===== config.mk =====
export PLATFORM = sky130hd
export DESIGN_NAME = irq_controller
export DESIGN_NICKNAME = d
export VERILOG_FILES = /design/src/rtl/irq_pkg.sv /design/src/rtl/irq_prio_enc.sv /design/src/rtl/irq_controller.sv
export SDC_FILE = /design/constraint.sdc
export NUM_CORES = 1
export LEC_CHECK = 0
export CORE_ASPECT_RATIO = 0.5
export CORE_MARGIN = 4
export CORE_UTILIZATION = 31
export CTS_CLUSTER_SIZE = 8
export DETAILED_ROUTE_END_ITERATION = 8
export PLACE_DENSITY = 0.85
export SYNTH_ARGS = -nofsm -noshare
export SYNTH_HDL_FRONTEND = slang
export SYNTH_SLANG_ARGS = --single-unit

===== constraint.sdc =====
create_clock -name clk -period 2.2 [get_ports clk]
set_input_delay 0.33 -clock clk [delete_from_list [all_inputs] [get_ports clk]]
set_output_delay 0.33 -clock clk [all_outputs]
set_load 0.005 [all_outputs]

===== src/rtl/irq_pkg.sv =====
// Shared register map, ICR field positions and FSM encoding for the interrupt controller.
package irq_pkg;

  localparam logic [31:0] IRQ_OFF_IER = 32'h0000_0000;
  localparam logic [31:0] IRQ_OFF_IPR = 32'h0000_0004;
  localparam logic [31:0] IRQ_OFF_ICR = 32'h0000_0008;

  localparam int ICR_GIE_BIT   = 0;
  localparam int ICR_CAUSE_LSB = 8;
  localparam int ICR_CAUSE_W   = 2;
  localparam int ICR_BUSY_BIT  = 16;

  localparam logic [1:0] ST_IDLE    = 2'd0;
  localparam logic [1:0] ST_REQ     = 2'd1;
  localparam logic [1:0] ST_SERVICE = 2'd2;

  function automatic logic [31:0] icr_pack(input logic gie,
                                           input logic [ICR_CAUSE_W-1:0] cause,
                                           input logic busy);
    logic [31:0] v;
    v = '0;
    v[ICR_GIE_BIT] = gie;
    v[ICR_CAUSE_LSB +: ICR_CAUSE_W] = cause;
    v[ICR_BUSY_BIT] = busy;
    return v;
  endfunction

endpackage


===== src/rtl/irq_prio_enc.sv =====
// Lowest-index-wins priority encoder over the enabled pending interrupt vector.
module irq_prio_enc #(
  parameter int NSRC  = 3,
  parameter int IDX_W = 2
) (
  input  logic [NSRC-1:0]  req,
  output logic [IDX_W-1:0] idx,
  output logic             valid
);

  // Scan from the top down so the lowest set index is the last one assigned.
  always_comb begin
    idx   = '0;
    valid = 1'b0;
    for (int i = NSRC - 1; i >= 0; i--) begin
      if (req[i]) begin
        idx   = IDX_W'(i);
        valid = 1'b1;
      end
    end
  end

endmodule


===== src/rtl/irq_controller.sv =====
// Edge-latching interrupt controller: IER/IPR/ICR register file plus a three-state
// request handshake (IDLE, REQ, SERVICE) against the CPU kernel-mode flag.
//   state   | meaning
//   IDLE    | arbitrating enabled pending sources, irq_out low
//   REQ     | irq_out high, CAUSE latched, waiting for kernel entry
//   SERVICE | handler running (ker=1), BUSY reads 1
module irq_controller
  import irq_pkg::*;
#(
  parameter int          NSRC      = 3,
  parameter logic [31:0] BASE_ADDR = 32'h4000_0020
) (
  input  logic            clk,
  input  logic            reset,
  input  logic [NSRC-1:0] src_req,
  input  logic            ker,
  input  logic            rd,
  input  logic            wr,
  input  logic [31:0]     addr,
  input  logic [31:0]     wdata,
  output logic [31:0]     rdata,
  output logic            irq_out
);

  localparam int IDX_W = (NSRC > 1) ? $clog2(NSRC) : 1;

  logic [1:0]             state_q, state_d;
  logic [NSRC-1:0]        ier_q, ier_d;
  logic [NSRC-1:0]        ipr_q, ipr_d;
  logic [NSRC-1:0]        src_prev_q, src_prev_d;
  logic                   gie_q, gie_d;
  logic [ICR_CAUSE_W-1:0] cause_q, cause_d;
  logic                   irq_q, irq_d;

  logic                   hit_ier, hit_ipr, hit_icr;
  logic [NSRC-1:0]        src_edge;
  logic [NSRC-1:0]        pending;
  logic [NSRC-1:0]        cause_mask;
  logic [IDX_W-1:0]       prio_idx;
  logic                   prio_valid;
  logic                   unused_wdata;

  assign hit_ier = (addr == BASE_ADDR + IRQ_OFF_IER);
  assign hit_ipr = (addr == BASE_ADDR + IRQ_OFF_IPR);
  assign hit_icr = (addr == BASE_ADDR + IRQ_OFF_ICR);

  assign src_edge     = src_req & ~src_prev_q;
  assign pending      = ipr_q & ier_q;
  assign cause_mask   = {{(NSRC-1){1'b0}}, 1'b1} << cause_q;
  assign unused_wdata = ^wdata[31:NSRC];

  irq_prio_enc #(
    .NSRC  (NSRC),
    .IDX_W (IDX_W)
  ) u_prio_enc (
    .req   (pending),
    .idx   (prio_idx),
    .valid (prio_valid)
  );

  always_comb begin
    src_prev_d = src_req;
    ier_d      = ier_q;
    gie_d      = gie_q;
    ipr_d      = ipr_q;
    if (wr && hit_ier) ier_d = wdata[NSRC-1:0];
    if (wr && hit_icr) gie_d = wdata[ICR_GIE_BIT];
    if (wr && hit_ipr) ipr_d = ipr_d & ~wdata[NSRC-1:0];
    // A new edge outranks a same-cycle clear so no request is ever lost.
    ipr_d = ipr_d | src_edge;
  end

  always_comb begin
    state_d = state_q;
    cause_d = cause_q;
    irq_d   = irq_q;
    case (state_q)
      ST_IDLE: begin
        irq_d = 1'b0;
        if (gie_q && !ker && prio_valid) begin
          state_d = ST_REQ;
          cause_d = ICR_CAUSE_W'(prio_idx);
          irq_d   = 1'b1;
        end
      end
      ST_REQ: begin
        if (ker) begin
          state_d = ST_SERVICE;
          irq_d   = 1'b0;
        end else if (!gie_d || ((ier_d & ipr_d & cause_mask) == '0)) begin
          // Withdraw on the same edge that commits the disabling write.
          state_d = ST_IDLE;
          irq_d   = 1'b0;
        end
      end
      ST_SERVICE: begin
        irq_d = 1'b0;
        if (!ker) state_d = ST_IDLE;
      end
      default: begin
        state_d = ST_IDLE;
        irq_d   = 1'b0;
      end
    endcase
  end

  always_ff @(posedge clk or posedge reset) begin
    if (reset) begin
      state_q    <= ST_IDLE;
      ier_q      <= '0;
      ipr_q      <= '0;
      src_prev_q <= '0;
      gie_q      <= 1'b0;
      cause_q    <= '0;
      irq_q      <= 1'b0;
    end else begin
      state_q    <= state_d;
      ier_q      <= ier_d;
      ipr_q      <= ipr_d;
      src_prev_q <= src_prev_d;
      gie_q      <= gie_d;
      cause_q    <= cause_d;
      irq_q      <= irq_d;
    end
  end

  // Kernel mode masks the request immediately, covering syscall/exception entry.
  assign irq_out = irq_q & ~ker;

  always_comb begin
    rdata = 32'h0;
    if (rd) begin
      if (hit_ier)      rdata = {{(32-NSRC){1'b0}}, ier_q};
      else if (hit_ipr) rdata = {{(32-NSRC){1'b0}}, ipr_q};
      else if (hit_icr) rdata = icr_pack(gie_q, cause_q, state_q == ST_SERVICE);
    end
  end

endmodule


After elaboration in Yosys (flattened, before gate mapping)
Index checks and enable logic that the tools add are counted.
{"block": "totals", "regBits": 15, "out_inout_bits": 33}
{"block": "classes", "eq_ne": 8, "shifts": 1, "n_mux": 22, "bitwise": 10, "reduce_logical": 12}
{"operator": "$eq 32x31->1 const B", "count": 3}
{"operator": "$mux 17", "count": 4}
{"operator": "$and 3x3->3", "count": 5}
{"operator": "$mux 2", "count": 7}
{"operator": "$mux 1", "count": 7}
{"operator": "$mux 3", "count": 2}
{"operator": "$not 3->3", "count": 2}
{"operator": "$pmux 2 s3", "count": 1}
{"operator": "$logic_and 1x1->1", "count": 5}
{"operator": "$ne 2x2->1 const B", "count": 2}
{"operator": "$logic_not 3->1", "count": 1}
{"operator": "$ne 3x3->1 const B", "count": 1}
{"operator": "$or 3x3->3", "count": 1}
{"operator": "$reduce_and 3->1", "count": 1}
{"operator": "$shl 1x2->3 const A", "count": 1}
{"operator": "$eq 2x1->1 const B", "count": 1}
{"operator": "$eq 2x2->1 const B", "count": 1}
{"operator": "$logic_not 1->1", "count": 2}
{"operator": "$logic_not 2->1", "count": 1}
{"operator": "$pmux 1 s2", "count": 1}
{"operator": "$reduce_and 2->1", "count": 1}
{"operator": "$and 1x1->1", "count": 1}
{"operator": "$logic_or 1x1->1", "count": 1}
{"operator": "$not 1->1", "count": 1}

Longest topological paths before layout
Gate-level depths: netlist (run 1).
{"block": "logic_depth", "word_depth": 11, "mapped_depth": 7, "depth_no_buf": 6}

By module
A second synthesis (run 1) with hierarchy kept.
{"block": "hier_totals", "cells_unflattened": 138, "hier_area_um2": 1213.7}
{"mod": "irq_controller", "n_inst": 1, "cells_each": 135, "area_per_inst_um2": 1193.6, "seq_area_each_um2": 375.4}
{"mod": "irq_prio_enc", "n_inst": 1, "cells_each": 3, "area_per_inst_um2": 20.0, "seq_area_each_um2": 0.0}

Least setup slack after synthesis (run 1)
OpenSTA, ideal clock, no wires.
{"block": "synth_path", "path_kind": "input to register", "startpoint": "input addr[11]", "endpoint": "register irq_q", "arrival_ns": 2.272, "required_time_ns": 2.073, "slack_ns": -0.200, "cell_stages": 7, "cell_sequence": "or4_4 -> or4_4 -> buf_6 -> o31ai_1 -> a2111oi_1 -> o31ai_1 -> o21ai_1"}
{"block": "synth_via", "elab_chain_cells": 9, "elab_cells_between_ends": 16, "classes_between": "4 x eq/ne; 3 x mux; 3 x bitwise; 6 x reduce/logical"}
{"item": "start, declared", "line_no": "irq_controller.sv:19", "text": "input logic [31:0] addr,"}
{"item": "$eq 32x31->1", "line_no": "irq_controller.sv:44", "text": "assign hit_ipr = (addr == BASE_ADDR + IRQ_OFF_IPR);"}
{"item": "$logic_and 1x1->1", "line_no": "irq_controller.sv:68", "text": "if (wr && hit_ipr) ipr_d = ipr_d & ~wdata[NSRC-1:0];"}
{"item": "$mux 3", "line_no": "irq_controller.sv:68"}
{"item": "$or 3x3->3", "line_no": "irq_controller.sv:70", "text": "ipr_d = ipr_d | src_edge;"}
{"item": "$and 3x3->3 (2 in a row)", "line_no": "irq_controller.sv:90", "text": "end else if (!gie_d || ((ier_d & ipr_d & cause_mask) == '0)) begin"}
{"item": "$logic_not 3->1", "line_no": "irq_controller.sv:90"}
{"item": "$logic_or 1x1->1 (*)", "line_no": "irq_controller.sv:90"}
{"item": "$ne 3x3->1 (no source line) (*)"}
{"item": "end signal, assigned", "line_no": "irq_controller.sv:123", "text": "irq_q <= irq_d;"}
{"item": "end, declared", "line_no": "irq_controller.sv:33", "text": "logic irq_q, irq_d;"}
Every way passes the cells marked *; elsewhere a longest branch is shown, timed or not.
A chain may end at the register's enable or synchronous reset.

Worst setup path in the final report (run 1)
{"block": "layout_path", "startpoint": "input addr[8]", "endpoint": "register state_q[0]"}
{"block": "layout_via", "elab_chain_cells": 10, "elab_cells_between_ends": 17, "classes_between": "4 x eq/ne; 3 x mux; 3 x bitwise; 7 x reduce/logical"}
{"item": "$eq 32x31->1", "line_no": "irq_controller.sv:44"}
{"item": "$logic_and 1x1->1", "line_no": "irq_controller.sv:68"}
{"item": "$mux 3", "line_no": "irq_controller.sv:68"}
{"item": "$or 3x3->3", "line_no": "irq_controller.sv:70"}
{"item": "$and 3x3->3 (2 in a row)", "line_no": "irq_controller.sv:90"}
{"item": "$logic_not 3->1", "line_no": "irq_controller.sv:90"}
{"item": "$logic_or 1x1->1 (*)", "line_no": "irq_controller.sv:90"}
{"item": "$ne 3x3->1 (no source line) (*)"}
{"item": "$reduce_and 3->1 (no source line) (*)"}
{"item": "end signal, assigned", "line_no": "irq_controller.sv:117", "text": "state_q <= state_d;"}
{"item": "end, declared", "line_no": "irq_controller.sv:27", "text": "logic [1:0] state_q, state_d;"}
Marks and branches as above.

==> results of run 1 <==
-- sequential cells by signal (all words and copies together) (netlist names) --
register    count
cause_q         2
gie_q           1
ier_q           3
ipr_q           3
irq_q           1
src_prev_q      3
state_q         2
-- kinds of logic after synthesis --
kind of cell / Yosys count / synth area share (%)
simple gates: 56 / 29.6
buf+inv: 34 / 21.4
compound gates: 19 / 13.7
flops: 15 / 31.8
mux: 3 / 2.54
xor+xnor: 1 / 0.742
other cells: 1 / 0.317
-- critical path, cell delays in order --
cell and delay (ns):
buf_6 0.09, or4_4 0.56, or4_4 0.61, buf_4 0.17, o41ai_4 0.25, a2111oi_2 0.14, o31ai_2 0.32, nand2_1 0.11
-- final timing paths --
path	start	endpoint
setup / recovery	addr[8]	state_q[0]
hold / removal	reset	state_q[0]
setup reg to reg	src_prev_q[2]	irq_q
hold reg to reg	irq_q	irq_q
max in group asynchronous	reset	irq_q
min in group clk	src_req[1]	src_prev_q[1]
-- synthesized netlist by cell type (all sizes together) (4+ instances only) --
library cell and instances:
a21oi 4, buf 27, dfrtp 15, inv 5, nand2 10, nand2b 5
nand4 5, nor2 7, nor4 5, o31ai 4, or4 4
-- what timing repair did --
| item | CTS | global route |
|---|---|---|
| pin swaps | 17 | 8 |
| buffers inserted | 8 | 1 |
| resized for setup | 83 | 20 |
| endpoints found under the setup margin | 12 | 9 |
-- cell type report --
type | instances | area (sq um) | area share [%]
Multi-Input combinational cell | 105 | 865 | 42.1
Sequential cell | 15 | 375 | 18.3
Clock inverter | 1 | 7.51 | 0.365
Inverter | 5 | 18.8 | 0.914
Clock buffer | 3 | 41.3 | 2.01
Timing Repair Buffer | 80 | 683 | 33.3
Tap cell | 51 | 63.8 | 3.11
-- through the flow --
step                setup slack (ns)  instances
finish                        -0.247        260
detailed placement            -0.735        247
global route                  -0.267        260
global placement              -0.686        247
floorplan                     -0.164        154
CTS                           -0.205        259
-- cells in the final DEF, fill, tap and decap left out, types with 6 or more instances in the layout --
cell type        synthesis  layout
dfrtp_1                 15      15
buf_2                    0      10
nand2_1                 10       9
buf_4                   26      27
nor2_1                   7       6
conb_1                   1      26
buf_6                    1       7
clkdlybuf4s50_1          0      23
-- power by group through the flow --
stage | Combinational [mW] | Sequential (mW) | Clock, mW
2_1_floorplan | 0.0761 | 0.284 | 0
3_3_place_gp | 0.132 | 0.284 | 0
3_5_place_dp | 0.135 | 0.284 | 0
4_1_cts | 0.132 | 0.279 | 0.233
5_1_grt | 0.159 | 0.279 | 0.249
6_report | 0.149 | 0.279 | 0.234
-- layer usage --
| layer | vias up | part of all wire [%] | wire length, um |
|---|---|---|---|
| met5 | - | 0 | 0 |
| met4 | 0 | 1.5 | 66 |
| met3 | 10 | 8.7 | 394 |
| met2 | 90 | 52 | 2340 |
| met1 | 624 | 38 | 1730 |
| li1 | 575 | - | - |
==> summary.md, run 1 <==
| Metric | Value |
|---|---|
| Status | finished, violations left |
| Failing checks | setup timing |
| Core area | 3550 sq um |
| Routed WL per cell | 17.4 um |
| Sw Share | 26.7% |
| Cells after synthesis | approximately 130 |
| Pwr dens | 322 nW/um^2 |
| Dpl hpwl | 2950 um |
| Detailed Routing Iterations Pass 1 | 4 |
| Min Tclk post-route | 2.45 ns |
| Area leader, netlist | dfrtp_1 |
| DIE HEIGHT | between 50 and 60 um |
| Worst-margin pin slew | 0.570 ns |
| Clock Latency Late Sink | ~0.25 ns |
| Psw | about 0.18 mW |
| Ranking of synthesized cells by area | dfrtp_1 (32%), buf_4 (17%), o41ai_2 (4.1%) |
| Clock sink count | 15 |
| Area delta synth->final | 73.9% |
| Starting Density | about a third |
| Largest net degree at the start of global routing | 16 |
| Period utilization | 111% |
| Post-synth EDFFs | 0 |
| Clock power frac | 35.3% |
| Internal | 0.485 mW |
| Port Buffers | between 40 and 50 |
| Final hold vios | 0 |
| Nets@finish | 282 |
| Final GP Congestion | ~0.9 |
| CTS tree | built |
| Final core utilization | between 50 and 60% |
| Final instance area | 2050 sq um |
| Cells on worst reg2reg path | 6 |
| HP Class | in2async |
| Crit path max fanout | 4 |
| Final wirelength | 4530 um |
| Top_reg_cell synth | dfrtp_1 |
| Critical path data required time | about 2.3 ns |
| R2r setup slk | 0.46 ns |
| Synthesized area | between 1000 and 1500 sq um |
| Chip width | 95.3 um |
| Worst-path clk slew | 0.07 ns |
| Initial antenna violation count | 0 |
| RSZ-0062 raised after global routing | true |
| Drt first-iter violations | approximately 150 |
| DRC Markers | 0 |
| H-tree lvl count | 1 |
| Worst EP arrival | 2.57 ns |
| CP endpoint kind | register |
| Synth Warn # | 0 |
| CTS buffer count | 3 |
| CTS root buf | clkbuf_8 |
| Die area | approximately 4900 sq um |
| Mean Syn Cell Area | ~9.2 sq um |
| Diodes inserted | 0 |
| Crit start category | primary input |
| Sequential area share after synthesis | 31.8% |
| Min Hold Slack | approximately 0.43 ns |
| Max Buffers Root-to-Sink | 2 |
| Final setup viols | 4 |
| PnR worst setup slack | -0.247 ns |
| Reg power frac | 42.2% |
| Vias in the first global route | 1267 |
| Register bit count reported by yosys | 15 |
| Core Rows | 15 |
| First-pass GRT wire length | between 6000 and 7000 um |
| Clock skew | 0.00276 ns |
| GR Util met3 | between 3 and 4% |
| Hold Buf Count CTS | 0 |
| IR drop worst, VDD | about 190 uV |
| I/O pin total | 105 |
| Slew margin rel. | 62.0% |
| DP Area | 1780 sq um |
| Async SR Flop Fraction | 100% |
| Combinational share of power | 22.5% |
| GRT Residual Overflow | 0 |
| GR Layer Usage met1 | 21.7% |
| Filler cells | 264 |
| Global router's overall resource usage | 17.5% |
| Layout cells sized above 1 | between 30% and 40% |
| Vias per cell | between 4 and 5 |
| Max-slew violations | 0 |
| Synth unique cells | 38 |
| M2 GR Usage | roughly a third |
| DRT antenna net count | 0 |
| Most used routing layer in global routing | met2 |
| Static leakage | 0.911 nW |
| Total Negative Setup Slacks | -0.613 ns |
| Share of the synthesized area in the top cell type | 31.8% |
| CP Class | in2reg |
| Max Clock Freq | between 400 and 500 MHz |
| Pwr Total | 0.662 mW |
| Maxcap violations | 0 |
| Via count | between 1k and 1.5k |
No activity file was read; power rests on OpenSTA's default activity.
==> run 2, diff against run 1 <==
CORE_UTILIZATION = 30   (was 31)
PLACE_DENSITY = 0.83   (was 0.85)
==> run 2 against run 1 <==
  * The run still ends with setup timing left
  * Clock skew increased by 0.0046 ns
  * Hold slack got worse by 0.0055 ns
  * Via count increased by 0.77%
  * Sequential power about the same
  * Final cell count increased by 1.2%
  * Total power decreased by 1.8%
  * Combinational power about the same
  * Routed wire length decreased by 0.33%
  * Largest power group unchanged
  * Critical path type unchanged
  * Register-to-register slack improved by 0.06 ns
  * Non-clock buffer count increased by 3
==> summary.md, run 2 (synthesis results as in run 1) <==
| Metric | Value |
|---|---|
| First-pass GRT wire length | 6600 um (was 6510 um) |
| RR Endpoint | irq_q (unchanged) |
| Crit start category | primary input (unchanged) |
| Clock sink count | 15 (unchanged) |
| Diodes inserted | 0 (unchanged) |
| Routed WL per cell | 17.1 um (was 17.4 um) |
| GRT Residual Overflow | 0 (unchanged) |
| Failing checks | setup timing (unchanged) |
| Commonest cells after routing, fill and taps aside | buf_4 (27), conb_1 (26), clkdlybuf4s50_1 (26) (was buf_4 (27), conb_1 (26), clkdlybuf4s50_1 (23)) |
| PnR worst setup slack | -0.242 ns (was -0.247 ns) |
| Port Buffers | 49 (unchanged) |
| CP Class | in2reg (unchanged) |
| Core Rows | 15 (unchanged) |
| Internal | 0.490 mW (was 0.485 mW) |
| Filler cells | 285 (was 264) |
| Layout cells sized above 1 | 39.2% (about the same) |
| Clock skew | 0.00739 ns (was 0.00276 ns) |
| Pwr dens | 313 nW/um^2 (was 322 nW/um^2) |
| HP Class | in2async (unchanged) |
| Clock Latency Late Sink | 0.25 ns (about the same) |
| Worst r2r src | src_prev_q[2] (unchanged) |
| Area delta synth->final | 75.8% (was 73.9%) |
| Nets@finish | 285 (was 282) |
| Final GP Congestion | 0.973 (was 0.899) |
| Psw | 0.160 mW (was 0.177 mW) |
| Maxcap violations | 0 (unchanged) |
| H-tree lvl count | 1 (unchanged) |
| DRT antenna net count | 0 (unchanged) |
| Worst-margin pin slew | 0.556 ns (was 0.570 ns) |
| CP endpoint kind | register (unchanged) |
| Max Clock Freq | 410 MHz (was 409 MHz) |
| Initial antenna violation count | 0 (unchanged) |
| Reg power frac | 43.0% (was 42.2%) |
| Max Buffers Root-to-Sink | 2 (unchanged) |
| CTS root buf | clkbuf_8 (unchanged) |
| Vias in the first global route | 1300 (was 1267) |
| Final setup viols | 8 (was 4) |
| IR drop worst, VDD | 179 uV (was 193 uV) |
| Largest regs | ier_q (3), ipr_q (3), src_prev_q (3) (unchanged) |
| Via count | 1309 (was 1299) |
| Drt first-iter violations | 120 (was 147) |
| Sw Share | 24.6% (was 26.7%) |
| Starting Density | 32.8% (was 33.3%) |
| Chip width | 96.7 um (was 95.3 um) |
| Worst-path clk slew | 0.06 ns (was 0.07 ns) |
| Final wirelength | 4510 um (was 4530 um) |
| RSZ-0062 raised after global routing | true (unchanged) |
| Max-slew violations | 0 (unchanged) |
| Static leakage | 0.911 nW (about the same) |
| Detailed Routing Iterations Pass 1 | 4 (unchanged) |
| Clock power frac | 33.5% (was 35.3%) |
| Crit path max fanout | 5 (was 4) |
| Core area | 3600 sq um (was 3550 sq um) |
| Vias per cell | 4.98 (was 5.00) |
| Total Negative Setup Slacks | -0.890 ns (was -0.613 ns) |
| Combinational share of power | 23.5% (was 22.5%) |
| DIE HEIGHT | 52.4 um (was 51.6 um) |
| CTS tree | built (unchanged) |
| Dpl hpwl | 3000 um (was 2950 um) |
| Die area | 5070 sq um (was 4920 sq um) |
| Status | finished, violations left (unchanged) |
| Cells on worst reg2reg path | 6 (unchanged) |
| CTS buffer count | 3 (unchanged) |
| R2r setup slk | 0.52 ns (was 0.46 ns) |
| I/O pin total | 105 (unchanged) |
| Slew margin rel. | 62.9% (was 62.0%) |
| DRC Markers | 0 (unchanged) |
| Pwr Total | 0.650 mW (was 0.662 mW) |
| Min Tclk post-route | 2.44 ns (was 2.45 ns) |
| Largest net degree at the start of global routing | 16 (unchanged) |
| Worst EP arrival | 2.56 ns (was 2.57 ns) |
| Global router's overall resource usage | 16.7% (was 17.5%) |
| Most common cell after layout, fill and taps aside | buf_4 (unchanged) |
| Final hold vios | 0 (unchanged) |
| Period utilization | 111% (about the same) |
| Critical path data required time | 2.32 ns (was 2.33 ns) |
## run 2: cell types whose count changed in the layout (fill, tap and decap cells not counted), sizes merged
cell / before / now
clkdlybuf4s50: 23 / 26
dlymetal6s2s: 3 / 1
clkinvlp: 1 / 0
dlygate4sd2: 5 / 4
buf: 44 / 49
clkbuf: 5 / 4
## run 2: final cells by class
type                       instances  area, sq um  area share, %
multi-input combinational        105          855           41.1
sequential                        15          375           18.1
clock buffer                       4         45.0           2.17
tap                               51         63.8           3.07
inverter                           5         18.8          0.904
timing repair buffer              83          719           34.6
## run 2: power groups by stage
stage | Sequential (mW) | Combinational, mW | Clock, mW
floorplan | 0.284 | 0.0761 | 0
global placement | 0.284 | 0.130 | 0
detailed placement | 0.284 | 0.133 | 0
CTS | 0.279 | 0.142 | 0.222
global route | 0.279 | 0.163 | 0.248
finish | 0.279 | 0.152 | 0.218
## run 2: stage by stage
step                      instances  utilization, %  area (sq um)  hold WS (ns)  setup slack [ns]
final                           263            57.6          2080         0.428            -0.242
after CTS                       261            54.8          1970         0.445            -0.215
after global routing            263            57.6          2080         0.492            -0.267
after global placement          246            49.2          1770         0.508            -0.664
after floorplan                 154               -          1300         0.231            -0.164
after detailed placement        246            49.2          1770         0.528            -0.792
## run 2: metal layers
metal / GRT usage [%] / vias to the layer above / part of all wire, %
met5: 0 / - / 0
met4: 4.43 / 0 / 1.7
met3: 2.66 / 8 / 8.4
met2: 33.1 / 90 / 49
met1: 19.0 / 627 / 40
li1: - / 584 / -
## run 2: worst max-delay path by stage
stage | to | slack, ns | depth (start not counted) | startpoint
6_report | irq_q | -0.24 | 8 | addr[10]
5_1_grt | state_q[0] | -0.27 | 9 | addr[8]
4_1_cts | irq_q | -0.21 | 7 | addr[19]
3_5_place_dp | rdata[16] | -0.79 | 7 | addr[7]
3_3_place_gp | irq_q | -0.66 | 7 | addr[11]
2_1_floorplan | irq_q | -0.16 | 7 | addr[11]
## run 2: timing repair
item | CTS | global route
pin swaps | 12 | 8
setup buffers | 11 | 2
resized for setup | 84 | 20
hold buffers | 0 | 0
setup endpoints to repair | 12 | 8
## run 2: worst max-delay path, cell delays in order
cell and delay, ns:
clkdlybuf4s50_1 0.44, nand3b_2 0.25, or4_4 0.56, buf_4 0.18
o41ai_4 0.27, a21oi_2 0.11, o31ai_2 0.29, o21ai_1 0.13
==> RTL change (flow settings as in run 1) <==
`NSRC` is set to 3 in 2 places; all go to 2.
--- a/src/rtl/irq_prio_enc.sv
+++ b/src/rtl/irq_prio_enc.sv
@@ -1,5 +1,5 @@
 // Lowest-index-wins priority encoder over the enabled pending interrupt vector.
 module irq_prio_enc #(
-  parameter int NSRC  = 3,
+  parameter int NSRC  = 2,
   parameter int IDX_W = 2
 ) (
--- a/src/rtl/irq_controller.sv
+++ b/src/rtl/irq_controller.sv
@@ -8,5 +8,5 @@
   import irq_pkg::*;
 #(
-  parameter int          NSRC      = 3,
+  parameter int          NSRC      = 2,
   parameter logic [31:0] BASE_ADDR = 32'h4000_0020
 ) (
Ports: changed (resized src_req); port bits go from 105 to 104. No check against the original RTL was run, so the function may have changed too.
==> RTL change against run 1 <==
The flow still finishes with violations (setup timing). Sequential cell count fell by 4. First-iteration DRC count fell by 90%. Clock power fell by 18%. Setup slack improved by 240 ps. Global-route usage fell by 6.4 points. Die area fell by 12%. Routed wire length fell by 38%. Synthesized area fell by 13%. Cell area fell by 17%. Total power fell by 15%. Combinational power rose by 9%. Critical endpoint is now rdata[1]. Largest power group unchanged. Highest routed layer unchanged.
==> RTL change: results (changes against run 1) <==
\begin{tabular}{lr}
\hline
Metric & Value \\
\hline
\multicolumn{2}{l}{\textbf{Status}} \\
Result of the run & finished with violations \\
Violations in the final reports & setup timing \\
\multicolumn{2}{l}{\textbf{Timing}} \\
Post-Route Skew & 3.092 ps (+0.3319 ps) \\
Setup Total Neg Slack & -4.293 ps (+608.3 ps) \\
Least setup slack across all paths after layout & -4.293 ps (+242.6 ps) \\
Final setup violation count & 1 (-3) \\
Final Hold Slack & 379.3 ps (-54.72 ps) \\
\multicolumn{2}{l}{\textbf{Layout}} \\
Layout Nets & 252 (-11\%) \\
Final core utilization & 55.36\% (-2.6 points) \\
Final instance count without filler cells & 220 (-15\%) \\
Fraction of layout instances using a drive strength above 1 & 28.33\% (-11 points) \\
Filler cell count in the final layout & 275 (+4.2\%) \\
\multicolumn{2}{l}{\textbf{GRT}} \\
Global-route usage over all layers & 11.10\% (-6.4 points) \\
Largest net degree at the start of global routing & 12 (-4) \\
Global-route wire length before repair & 3.857 mm (-41\%) \\
Number of antenna violations at the first check in global routing & 0 (unchanged) \\
Number of global-route vias before repair & 934 (-26\%) \\
\multicolumn{2}{l}{\textbf{Power}} \\
Switching power & 134.6 uW (-24\%) \\
Leakage & 0.0008740 uW (-4.0\%) \\
Worst voltage drop across the vdd grid & 0.2963 mV (+54\%) \\
\multicolumn{2}{l}{\textbf{Logic synthesis}} \\
Sequential fraction of the synthesis area & 26.93\% (-4.9 points) \\
Post-synth cell types & 35 (-7.9\%) \\
Synth area leaders & dfrtp\_1, buf\_4, nor4\_1 \\
Leading post-synthesis cells by instance count & buf\_4, dfrtp\_1, nor2\_1, nor4\_1, nand2\_1 \\
Per-instance average area after synthesis & 9.127 um2 (-0.32\%) \\
\multicolumn{2}{l}{\textbf{Placement}} \\
Port Buf Inserts & 45 (-8.2\%) \\
Pre-CTS setup slack & -435.0 ps (+300.3 ps) \\
Placer's final routability congestion estimate & 0.8311 (-7.5\%) \\
Estimated wirelength of the detail-placed design & 2.307 mm (-22\%) \\
Area after DPL & 0.001553 mm2 (-13\%) \\
\multicolumn{2}{l}{\textbf{Setup path}} \\
Highest fanout seen on the critical path & 3 (-1) \\
Critical Path AT & 1870 ps (-700 ps) \\
Reg-to-reg endpoint & state\_q[0]\$\_DFFE\_PP0P\_ \\
Source of the worst register-to-register timing path & src\_prev\_q[0]\$\_DFF\_PP0\_ \\
Slack of the worst reg-to-reg path & 680 ps (+220 ps) \\
\multicolumn{2}{l}{\textbf{Clock network}} \\
CTS clock-pin slew for the worst setup and hold paths & 50 ps (-20 ps) \\
Root buffer selected by CTS & clkbuf\_8 \\
Clock Latency Late Sink & 230 ps (-20 ps) \\
\multicolumn{2}{l}{\textbf{Route}} \\
Length of the first detailed-routing pass in iterations & 4 (unchanged) \\
Total number of vias & 990 (-24\%) \\
Total routed wirelength & 2.797 mm (-38\%) \\
DRT iter0 DRCs & 14 (-90\%) \\
\hline
\end{tabular}
==> RTL change: cell type report <==
class	instances	share of cell area (%)
Clock buffer	4	2.639
Inverter	3	0.6598
Multi-Input combinational cell	96	40.62
Sequential cell	11	16.13
Tap cell	40	2.933
Timing Repair Buffer	66	37.02
==> RTL change: worst max-delay path by stage <==
stage	start	endpoint	slack, ps	cells past startpoint
floorplan	addr[20]	state_q[0]$_DFFE_PP0P_	400	7
global placement	addr[4]	rdata[16]	-440	7
detailed placement	addr[8]	rdata[16]	-440	7
CTS	addr[26]	rdata[8]	7	8
global route	addr[23]	rdata[1]	-70	8
finish	addr[23]	rdata[1]	-4	8
==> RTL change: power groups by stage <==
stage	clock (uW)	sequential, uW	combinational [uW]
6_report	193	205	162
5_1_grt	217	205	176
4_1_cts	204	205	159
3_5_place_dp	0	208	155
3_3_place_gp	0	208	152
2_1_floorplan	0	208	74.2
==> RTL change: logic make-up after synthesis <==
logic type | share of synthesized area [%]
XOR/XNOR | 0.8569
buffers and inverters | 22.77
AO/OA/AOI/OAI | 9.424
flip-flops | 26.93
multiplexers | 6.242
AND/OR/NAND/NOR | 33.42
other | 0.3668
==> RTL change: what timing repair did <==
| item | in CTS | in global routing |
|---|---|---|
| buffers inserted | 1 | 0 |
| gates resized for setup | 21 | 24 |
| endpoints found under the setup margin | 5 | 6 |
| pin swaps | 6 | 13 |
==> RTL change: critical path: stages <==
cell and delay (ps):
clkdlybuf4s50_1 430, nor4_1 280, nand4_1 170, nor2_2 170
nand2_2 80, buf_4 140, nor3_2 140, buf_2 130
==> RTL change: metal layers <==
metal	vias up	track usage (%)	wire length, um
met5	-	0	0
met4	0	3.713	8
met3	2	1.525	132
met2	27	22.13	1596
met1	467	11.58	1059
li1	494	-	-
